`config.mk`:
```
export PLATFORM = sky130hd
export DESIGN_NAME = mic_pdm_rx_flat
export DESIGN_NICKNAME = d
export VERILOG_FILES = /design/src/rtl/mic_pkg.sv /design/src/rtl/mic_pdm_rx_if.sv /design/src/rtl/mic_edge_sync.sv /design/src/rtl/mic_pdm_rx.sv /design/src/flat_wrapper.sv
export SDC_FILE = /design/constraint.sdc
export NUM_CORES = 1
export LEC_CHECK = 0
export CAP_MARGIN = 40
export CORE_ASPECT_RATIO = 1.25
export CORE_MARGIN = 2
export CORE_UTILIZATION = 35
export CTS_CLUSTER_SIZE = 14
export DETAILED_ROUTE_END_ITERATION = 8
export SLEW_MARGIN = 10
export SYNTH_ARGS = -nofsm -noshare
export SYNTH_HDL_FRONTEND = slang
export SYNTH_SLANG_ARGS = --single-unit
```
`constraint.sdc`:
```
create_clock -name s_clk -period 3.44 [get_ports s_clk]
set_input_delay 0.344 -clock s_clk [delete_from_list [all_inputs] [get_ports s_clk]]
set_output_delay 0.344 -clock s_clk [all_outputs]
set_load 0.1 [all_outputs]
```
`src/rtl/mic_pkg.sv`:
```
// Shared types and defaults for the PDM microphone receiver.
// Holds the FSM state enum, default sizes and the accumulator width helper.
package mic_pkg;

  typedef enum logic [1:0] {
    IDLE,
    WARM,
    RUN
  } state_e;

  localparam int DEF_DECIM = 64;
  localparam int DEF_PCM_W = 16;

  function automatic int acc_w(input int decim);
    return $clog2(decim + 1);
  endfunction

endpackage

```
`src/rtl/mic_pdm_rx_if.sv`:
```
// PCM sample stream with a valid/ready handshake.
// master: drives pcm_data/pcm_valid, samples pcm_ready; slave: the reverse.
interface mic_pdm_rx_if
  import mic_pkg::*;
#(
  parameter int PCM_W = DEF_PCM_W
);

  logic [PCM_W-1:0] pcm_data;
  logic             pcm_valid;
  logic             pcm_ready;

  modport master (
    output pcm_data,
    output pcm_valid,
    input  pcm_ready
  );

  modport slave (
    input  pcm_data,
    input  pcm_valid,
    output pcm_ready
  );

endinterface

```
`src/rtl/mic_edge_sync.sv`:
```
// Two-flop synchroniser and rising-edge detect for mic_clk, with pdm_data
// delayed through identical stages. Ports: s_clk, n_rst, mic_clk, pdm_data in; edge_stb, pdm_bit out.
module mic_edge_sync (
  input  logic s_clk,
  input  logic n_rst,
  input  logic mic_clk,
  input  logic pdm_data,
  output logic edge_stb,
  output logic pdm_bit
);

  logic [1:0] mic_sync_q, mic_sync_d;
  logic [1:0] pdm_sync_q, pdm_sync_d;
  logic       mic_prev_q, mic_prev_d;

  always_comb begin
    mic_sync_d = {mic_sync_q[0], mic_clk};
    pdm_sync_d = {pdm_sync_q[0], pdm_data};
    mic_prev_d = mic_sync_q[1];
  end

  always_ff @(posedge s_clk or negedge n_rst) begin
    if (!n_rst) begin
      mic_sync_q <= '0;
      pdm_sync_q <= '0;
      mic_prev_q <= 1'b0;
    end else begin
      mic_sync_q <= mic_sync_d;
      pdm_sync_q <= pdm_sync_d;
      mic_prev_q <= mic_prev_d;
    end
  end

  assign edge_stb = mic_sync_q[1] & ~mic_prev_q;
  assign pdm_bit  = pdm_sync_q[1];

endmodule

```
`src/rtl/mic_pdm_rx.sv`:
```
// PDM microphone receiver: samples PDM bits on mic_clk rises, ones-counts DECIM
// bits into a signed PCM word. Ports: s_clk, n_rst, en, mic_clk, pdm_data, pcm (master), overrun/clr_ovr, clk_lost.
module mic_pdm_rx
  import mic_pkg::*;
#(
  parameter int DECIM   = DEF_DECIM,
  parameter int PCM_W   = DEF_PCM_W,
  parameter int WARMUP  = 4,
  parameter int TIMEOUT = 256
) (
  input  logic          s_clk,
  input  logic          n_rst,
  input  logic          en,
  input  logic          mic_clk,
  input  logic          pdm_data,
  mic_pdm_rx_if.master  pcm,
  output logic          overrun,
  input  logic          clr_ovr,
  output logic          clk_lost
);

  localparam int ACC_W = acc_w(DECIM);
  localparam int CNT_W = $clog2(DECIM);
  localparam int TO_W  = $clog2(TIMEOUT + 1);
  localparam int WU_W  = $clog2(WARMUP + 2);

  logic edge_stb;
  logic pdm_bit;

  mic_edge_sync u_sync (
    .s_clk    (s_clk),
    .n_rst    (n_rst),
    .mic_clk  (mic_clk),
    .pdm_data (pdm_data),
    .edge_stb (edge_stb),
    .pdm_bit  (pdm_bit)
  );

  state_e           state_q, state_d;
  logic [CNT_W-1:0] bit_cnt_q, bit_cnt_d;
  logic [ACC_W-1:0] ones_q, ones_d;
  logic [WU_W-1:0]  warm_q, warm_d;
  logic [TO_W-1:0]  to_q, to_d;
  logic [PCM_W-1:0] pcm_data_q, pcm_data_d;
  logic             pcm_valid_q, pcm_valid_d;
  logic             overrun_q, overrun_d;
  logic             clk_lost_q, clk_lost_d;

  logic [ACC_W-1:0] ones_sum;
  logic [PCM_W-1:0] sample;
  logic             frame_done;

  always_comb begin
    state_d     = state_q;
    bit_cnt_d   = bit_cnt_q;
    ones_d      = ones_q;
    warm_d      = warm_q;
    to_d        = to_q;
    pcm_data_d  = pcm_data_q;
    pcm_valid_d = pcm_valid_q & ~pcm.pcm_ready;
    overrun_d   = overrun_q & ~clr_ovr;
    clk_lost_d  = clk_lost_q;
    ones_sum    = ones_q + ACC_W'(pdm_bit);
    // 2*ones - DECIM maps all-zeros to -DECIM and all-ones to +DECIM
    sample      = (PCM_W'(ones_sum) << 1) - PCM_W'(DECIM);
    frame_done  = edge_stb && (bit_cnt_q == CNT_W'(DECIM - 1));

    if (!en) begin
      state_d   = IDLE;
      bit_cnt_d = '0;
      ones_d    = '0;
      warm_d    = '0;
      to_d      = '0;
    end else begin
      unique case (state_q)
        IDLE: state_d = WARM;
        WARM, RUN: begin
          if (edge_stb) begin
            to_d = '0;
            if (frame_done) begin
              bit_cnt_d = '0;
              ones_d    = '0;
              if (state_q == WARM) begin
                warm_d = warm_q + WU_W'(1);
                if (warm_q == WU_W'(WARMUP - 1)) begin
                  state_d    = RUN;
                  warm_d     = '0;
                  clk_lost_d = 1'b0;
                end
              end else if (pcm_valid_q && !pcm.pcm_ready) begin
                overrun_d = 1'b1;
              end else begin
                pcm_data_d  = sample;
                pcm_valid_d = 1'b1;
              end
            end else begin
              bit_cnt_d = bit_cnt_q + CNT_W'(1);
              ones_d    = ones_sum;
            end
          end else if (to_q == TO_W'(TIMEOUT - 1)) begin
            // lost clock: redo the warm-up once edges come back
            clk_lost_d = 1'b1;
            state_d    = WARM;
            bit_cnt_d  = '0;
            ones_d     = '0;
            warm_d     = '0;
            to_d       = '0;
          end else begin
            to_d = to_q + TO_W'(1);
          end
        end
        default: state_d = IDLE;
      endcase
    end
  end

  always_ff @(posedge s_clk or negedge n_rst) begin
    if (!n_rst) begin
      state_q     <= IDLE;
      bit_cnt_q   <= '0;
      ones_q      <= '0;
      warm_q      <= '0;
      to_q        <= '0;
      pcm_data_q  <= '0;
      pcm_valid_q <= 1'b0;
      overrun_q   <= 1'b0;
      clk_lost_q  <= 1'b0;
    end else begin
      state_q     <= state_d;
      bit_cnt_q   <= bit_cnt_d;
      ones_q      <= ones_d;
      warm_q      <= warm_d;
      to_q        <= to_d;
      pcm_data_q  <= pcm_data_d;
      pcm_valid_q <= pcm_valid_d;
      overrun_q   <= overrun_d;
      clk_lost_q  <= clk_lost_d;
    end
  end

  assign pcm.pcm_data  = pcm_data_q;
  assign pcm.pcm_valid = pcm_valid_q;
  assign overrun       = overrun_q;
  assign clk_lost      = clk_lost_q;

endmodule
```
`src/flat_wrapper.sv`:
```
// flat-port wrapper written by rule: the top's interface ports become plain ports
module mic_pdm_rx_flat import mic_pkg::*;
#(
  parameter int DECIM   = DEF_DECIM,
  parameter int PCM_W   = DEF_PCM_W,
  parameter int WARMUP  = 4,
  parameter int TIMEOUT = 256
)
  (s_clk, n_rst, en, mic_clk, pdm_data, overrun, clr_ovr, clk_lost, pcm_pcm_data, pcm_pcm_valid, pcm_pcm_ready);
  mic_pdm_rx_if #(.PCM_W(PCM_W)) pcm_i ();
  input  logic s_clk;
  input  logic n_rst;
  input  logic en;
  input  logic mic_clk;
  input  logic pdm_data;
  output logic overrun;
  input  logic clr_ovr;
  output logic clk_lost;
  output wire logic [$bits(pcm_i.pcm_data)-1:0] pcm_pcm_data;
  output wire logic [$bits(pcm_i.pcm_valid)-1:0] pcm_pcm_valid;
  input wire logic [$bits(pcm_i.pcm_ready)-1:0] pcm_pcm_ready;
  assign pcm_pcm_data = pcm_i.pcm_data;
  assign pcm_pcm_valid = pcm_i.pcm_valid;
  assign pcm_i.pcm_ready = pcm_pcm_ready;
  mic_pdm_rx #(.DECIM(DECIM), .PCM_W(PCM_W), .WARMUP(WARMUP), .TIMEOUT(TIMEOUT)) u_core (.s_clk(s_clk), .n_rst(n_rst), .en(en), .mic_clk(mic_clk), .pdm_data(pdm_data), .pcm(pcm_i), .overrun(overrun), .clr_ovr(clr_ovr), .clk_lost(clk_lost));
endmodule
```
Word level (Yosys, flattened, before mapping)
Index checks and enable logic that the tools add are counted.

operators by class
  add/subtract/negate cells = 5
  multiply operators = 0
  divide/modulo/power cells = 0
  magnitude comparators = 0
  eq/ne operators = 16
  shifts and indexed selects = 0
  mux-type cells = 45
  bitwise operators = 8
  reduce and logical (&&, ||, !) cells = 11

operators by type and width
  cell                                                  count
  2-to-1 mux 9 bit                                      4
  2-to-1 mux 7 bit                                      5
  2-to-1 mux 6 bit                                      5
  2-to-1 mux 3 bit                                      7
  2-to-1 mux 1 bit                                      17
  2-to-1 mux 2 bit                                      6
  != test 4 bit (second input constant)                 3
  AND reduction 6 bit                                   2
  adder 9 x 1 -> 9 bit (second input constant)          1
  equality test 9 x 8 -> 1 bit (second input constant)  1
  subtractor 8 x 7 -> 9 bit (second input constant)     1
  AND reduction 4 bit                                   2
  adder 7 x 1 -> 7 bit                                  1
  adder 6 x 1 -> 6 bit (second input constant)          1
  equality test 6 bit (second input constant)           1
  != test 2 bit (second input constant)                 3
  != test 3 bit (second input constant)                 2
  inverter 1 bit                                        5
  != test 4 x 2 -> 1 bit (second input constant)        1
  case mux 2 bit (2 select lines)                       1
  adder 3 x 1 -> 3 bit (second input constant)          1
  AND 1 bit                                             3
  equality test 3 x 2 -> 1 bit (second input constant)  1
  != test 3 x 1 -> 1 bit (second input constant)        1
  other kinds (9)                                       10

word-level totals
  flip-flop bits (word level) = 51
  latch bits = 0
  RAM bits = 0
  memory bits (read-only) = 0
  bits of input ports = 7
  word-level logic and storage cells = 97
  memories kept = 0

Logic depth before layout (Yosys ltp)
  depth in word-level cells = 8
  gate-level depth with buffers = 7
  gate-level depth less buffers = 7

Modules after synthesis
From an unflattened synthesis, not the netlist that was laid out.

unflattened totals
  cells, all modules = 230
  area, all modules = 2377.3 sq um

by module, submodules not included
  module         times used  cells an instance  area an instance (sq um)  seq. area each (sq um)
  mic_pdm_rx     1           224                2238.4                    950.9
  mic_edge_sync  1           6                  138.9                     125.1

Worst setup path after synthesis
Ideal clock, no wire load.

  path type = reg2reg
  start = register u_core.state_q[0]
  end = register u_core.pcm_data_q[14], in the netlist u_core.pcm.pcm_data[14]
  arrival = 1.845 ns
  required time = 3.313 ns
  path slack = 1.468 ns
  cell stages (with the launch flop) = 8
  path buffers = 1
  period minus slack after synthesis = 1.972 ns
  cells stage by stage = dfrtp_1 -> inv_1 -> ha_1 -> nand3b_1 -> or4_4 -> nor2b_4 -> buf_12 -> mux2_4

on the way
  word-level cells in the longest chain between the ends = 3
  elaborated cells on any way between the ends = 5
  those cells by class = eq/ne (2); bitwise (1); reduce/logical (2)

RTL lines
  item                                                                        RTL line                            RTL
  from (decl)                                                                 mic_pdm_rx.sv:39                    state_e state_q, state_d;
  from (signal assigned)                                                      mic_pdm_rx.sv:129                   state_q <= state_d;
  equality test 2 bit / equality test 2 x 1 -> 1 bit (equally long branches)  mic_pdm_rx.sv:75, mic_pdm_rx.sv:83
  OR reduction 2 bit / inverter 1 bit (equally long branches)                 --
  AND reduction 6 bit (no line) *                                             --
  to (signal assigned)                                                        mic_pdm_rx.sv:134                   pcm_data_q <= pcm_data_d;
  to (decl)                                                                   mic_pdm_rx.sv:44                    logic [PCM_W-1:0] pcm_data_q, pcm_data_d;

Mark *: on every way between the ends. The rest lies on a longest branch, timed or not.
A chain may end at the register's enable or synchronous reset.

Final worst setup path
  start = register u_core.state_q[0]
  end = register u_core.pcm_data_q[2], in the netlist u_core.pcm.pcm_data[2]

The elaborated chain is that of the path after synthesis.

==> results.toml <==
[outcome]
status = "finished clean"

[worst_setup_path]
worst-path-max-fanout = 16
cp_slowest_cell = "or4_4"
end_kind = "flip-flop"
critPathLaunchType = "flip-flop"
crit_type = "flip-flop to flip-flop"
crit_arrival_ns = 2.46
cpLargestDelayFamily = "simple AND/OR/NAND/NOR gates"
crit_required_ns = 3.62
crit_chain = "inv_1 > ha_1 > buf_4 > nand3b_1 > or4_4 > nor2b_4 > mux2_4"
cp_slowest_stage_delay_ns = 0.45
cp_num_buf_inv = 2

[die]
ios = 26
initial_core_util_pct = 36.6
fp.dieW_microns = 76.3
die_area_sq_um = 7200
core-area_sq_um = 6250
rows = 32
die_y_microns = 94.4

[routing]
antenna_left = 0
vias = 1687
drc = 0
drt_iter0_markers = 136
via_per_inst = 5.05
drt-total-wl_microns = 4450
avgRoutedWirePerCell_microns = 13.3
drtPass1Iterations = 4

[pwr]
max-vdd-ir-drop_v = 0.000174
power-per-cell-area_nw_per_um2 = 329
p_leak_nw = 1.29
power_mw = 0.967

[synth]
yosysSeqAreaShare_pct = 47.1
yosys_warnings = 0
syn_nets = 226
synth_top_flop_cell = "dfrtp_1"
syn_inst = 210
synthesis.area_sq_um = 2290
ys_ff_latch = 43
synth_edf_count = 0
avgSynthCellArea_sq_um = 10.9
async_flop_share_pct = 100
ys_types = 58

[placed_design]
gp_congestion = 0.736
hpwl_microns = 3200
port_buffers = 24

[clock_network]
cts_tree = "built"
clock-sinks = 43
numCtsBuffers = 5
cts-root-buf = "clkbuf_8"
cts.htree.levels = 2
cts_setup_buffers = 0
post_cts_resized = 0
path_clk_slew_ns = 0.09
clock_latency_ns = 0.30
clock_path_buffers = 2

[global_route]
grt_first_pass_wirelength_microns = 7910
gr-usage-all-layers_pct = 13.6
top_usage_layer = "met2"
antenna_found_initial = 0
met1_usage_pct = 17.3
overflow = 0
met2_usage_pct = 23.0
grt_use_met3_pct = 2.77
grt_max_degree = 30
grt_pass1_vias = 1657

[sta]
slew_headroom_pct = 51.8
rsz0062_at_grt = "no"
tightestPinTransition_ns = 0.722
fin_worst_skew_ns = 0.0109
drv_slew = 0
timing.hold.ws_ns = 0.351
timing.final.crit_share_pct = 66.2
layout_min_cycle_time_ns = 2.28
max_freq_mhz = 439
hold_violations = 0
final-setup-viol-count = 0
fin_tns_setup_ns = 0

[flow_run]
max_cap_violations = 0

[layout]
insertedDiodeCount = 0
area_growth_pct = 28.5
drive_above_1_share_pct = 20.5
multi_input_area_sq_um = 1080
nets = 264
fillers = 584
layout.area.seq_sq_um = 1080

[hold_path]
hp-class = "flip-flop to flip-flop"
## cell families (layout without fill, tap and decap cells)
kind of cell	after synthesis	in the layout	share of synthesized area (%)
AO/OA/AOI/OAI	52	52	16.4
XOR/XNOR	5	5	1.92
adder cells (fa/ha/maj)	9	9	4.93
buffers and inverters	21	60	5.53
flip-flops	43	43	47.1
multiplexers	11	11	6.46
other	1	1	0.164
AND/OR/NAND/NOR	68	68	17.6
## layout by cell type (no fill, tap or decap), types with 3 or more instances in the layout
cell,synthesis,layout
nand3b_1,3,3
nor2_1,6,6
nor2b_1,5,5
clkbuf_8,0,5
a31oi_1,4,4
nor3_1,6,6
mux2_4,7,7
a21oi_1,12,12
dfrtp_1,43,43
xnor2_1,4,4
o21a_1,3,3
a21boi_0,5,5
o21ai_0,5,5
nand2_1,16,16
inv_1,5,5
clkdlybuf4s50_1,0,23
ha_1,9,9
buf_4,8,3
o2bb2ai_1,3,3
buf_8,0,18
a22o_1,5,5
nand3_1,8,8
nand2b_1,4,4
## Yosys cell counts (6+ instances only)
master	count	area [sq um]
clkbuf_1	6	22.5
nand3_1	8	40.0
nand2_1	16	60.1
a21oi_1	12	60.1
nor2_1	6	22.5
buf_4	8	60.1
dfrtp_1	43	1080
mux2_4	7	105
nor3_1	6	30.0
ha_1	9	113
## stage by stage
| step | std cells | util [%] | area [sq um] | setup slack, ns |
|---|---|---|---|---|
| after floorplan | 210 | - | 2290 | 1.47 |
| after global placement | 306 | 40.7 | 2540 | 1.09 |
| after detailed placement | 325 | 45.4 | 2830 | 1.06 |
| after CTS | 334 | 47.0 | 2940 | 1.16 |
| after global routing | 334 | 47.0 | 2940 | 1.06 |
| final | 334 | 47.0 | 2940 | 1.16 |
## layout make-up
| type | instances | area share [%] |
|---|---|---|
| multi-input cells | 146 | 36.9 |
| flip-flops and latches | 43 | 36.6 |
| repair buffers | 47 | 19.0 |
| well taps | 85 | 3.62 |
| clock buffers | 5 | 2.34 |
| clock inverters | 3 | 0.852 |
| inverters | 5 | 0.639 |
## state kept, by name, indices dropped and copies added, names as in the netlist, 2 cells and up
signal / flops
u_core.to_q: 9
u_core.pcm.pcm_data: 8
u_core.ones_q: 7
u_core.bit_cnt_q: 6
u_core.warm_q: 3
u_core.state_q: 2
u_core.u_sync.mic_sync_q: 2
u_core.u_sync.pdm_sync_q: 2
## what timing repair did
item                                    CTS  global route
hold buffers                              1             0
endpoints found under the hold margin    14             0
endpoints found under the setup margin    0             0
## worst paths after layout
check | end | cells after the start | start | slack [ns]
setup / recovery | u_core.pcm.pcm_data[2] | 7 | u_core.state_q[0] | 1.16
hold / removal | u_core.u_sync.mic_sync_q[1] | 0 | u_core.u_sync.mic_sync_q[0] | 0.35
setup reg to reg | u_core.pcm.pcm_data[2] | 7 | u_core.state_q[0] | 1.16
hold reg to reg | u_core.u_sync.mic_sync_q[1] | 0 | u_core.u_sync.mic_sync_q[0] | 0.35
max in group asynchronous | u_core.pcm.pcm_data[2] | 3 | n_rst | 2.48
min in group asynchronous | u_core.to_q[5] | 2 | n_rst | 0.48
## layer usage
| layer | vias to the layer above | wire [microns] |
|---|---|---|
| met2 | 27 | 2230 |
| met5 | - | 0 |
| met4 | 0 | 74 |
| met1 | 820 | 2000 |
| li1 | 833 | - |
| met3 | 7 | 146 |
## power breakdown
part           total [mW]  switching, mW  internal (mW)
registers           0.529         0.0112          0.517
clock network       0.332          0.186          0.145
logic               0.106         0.0682         0.0383
Note: power is estimated with default switching activity, not from simulation.
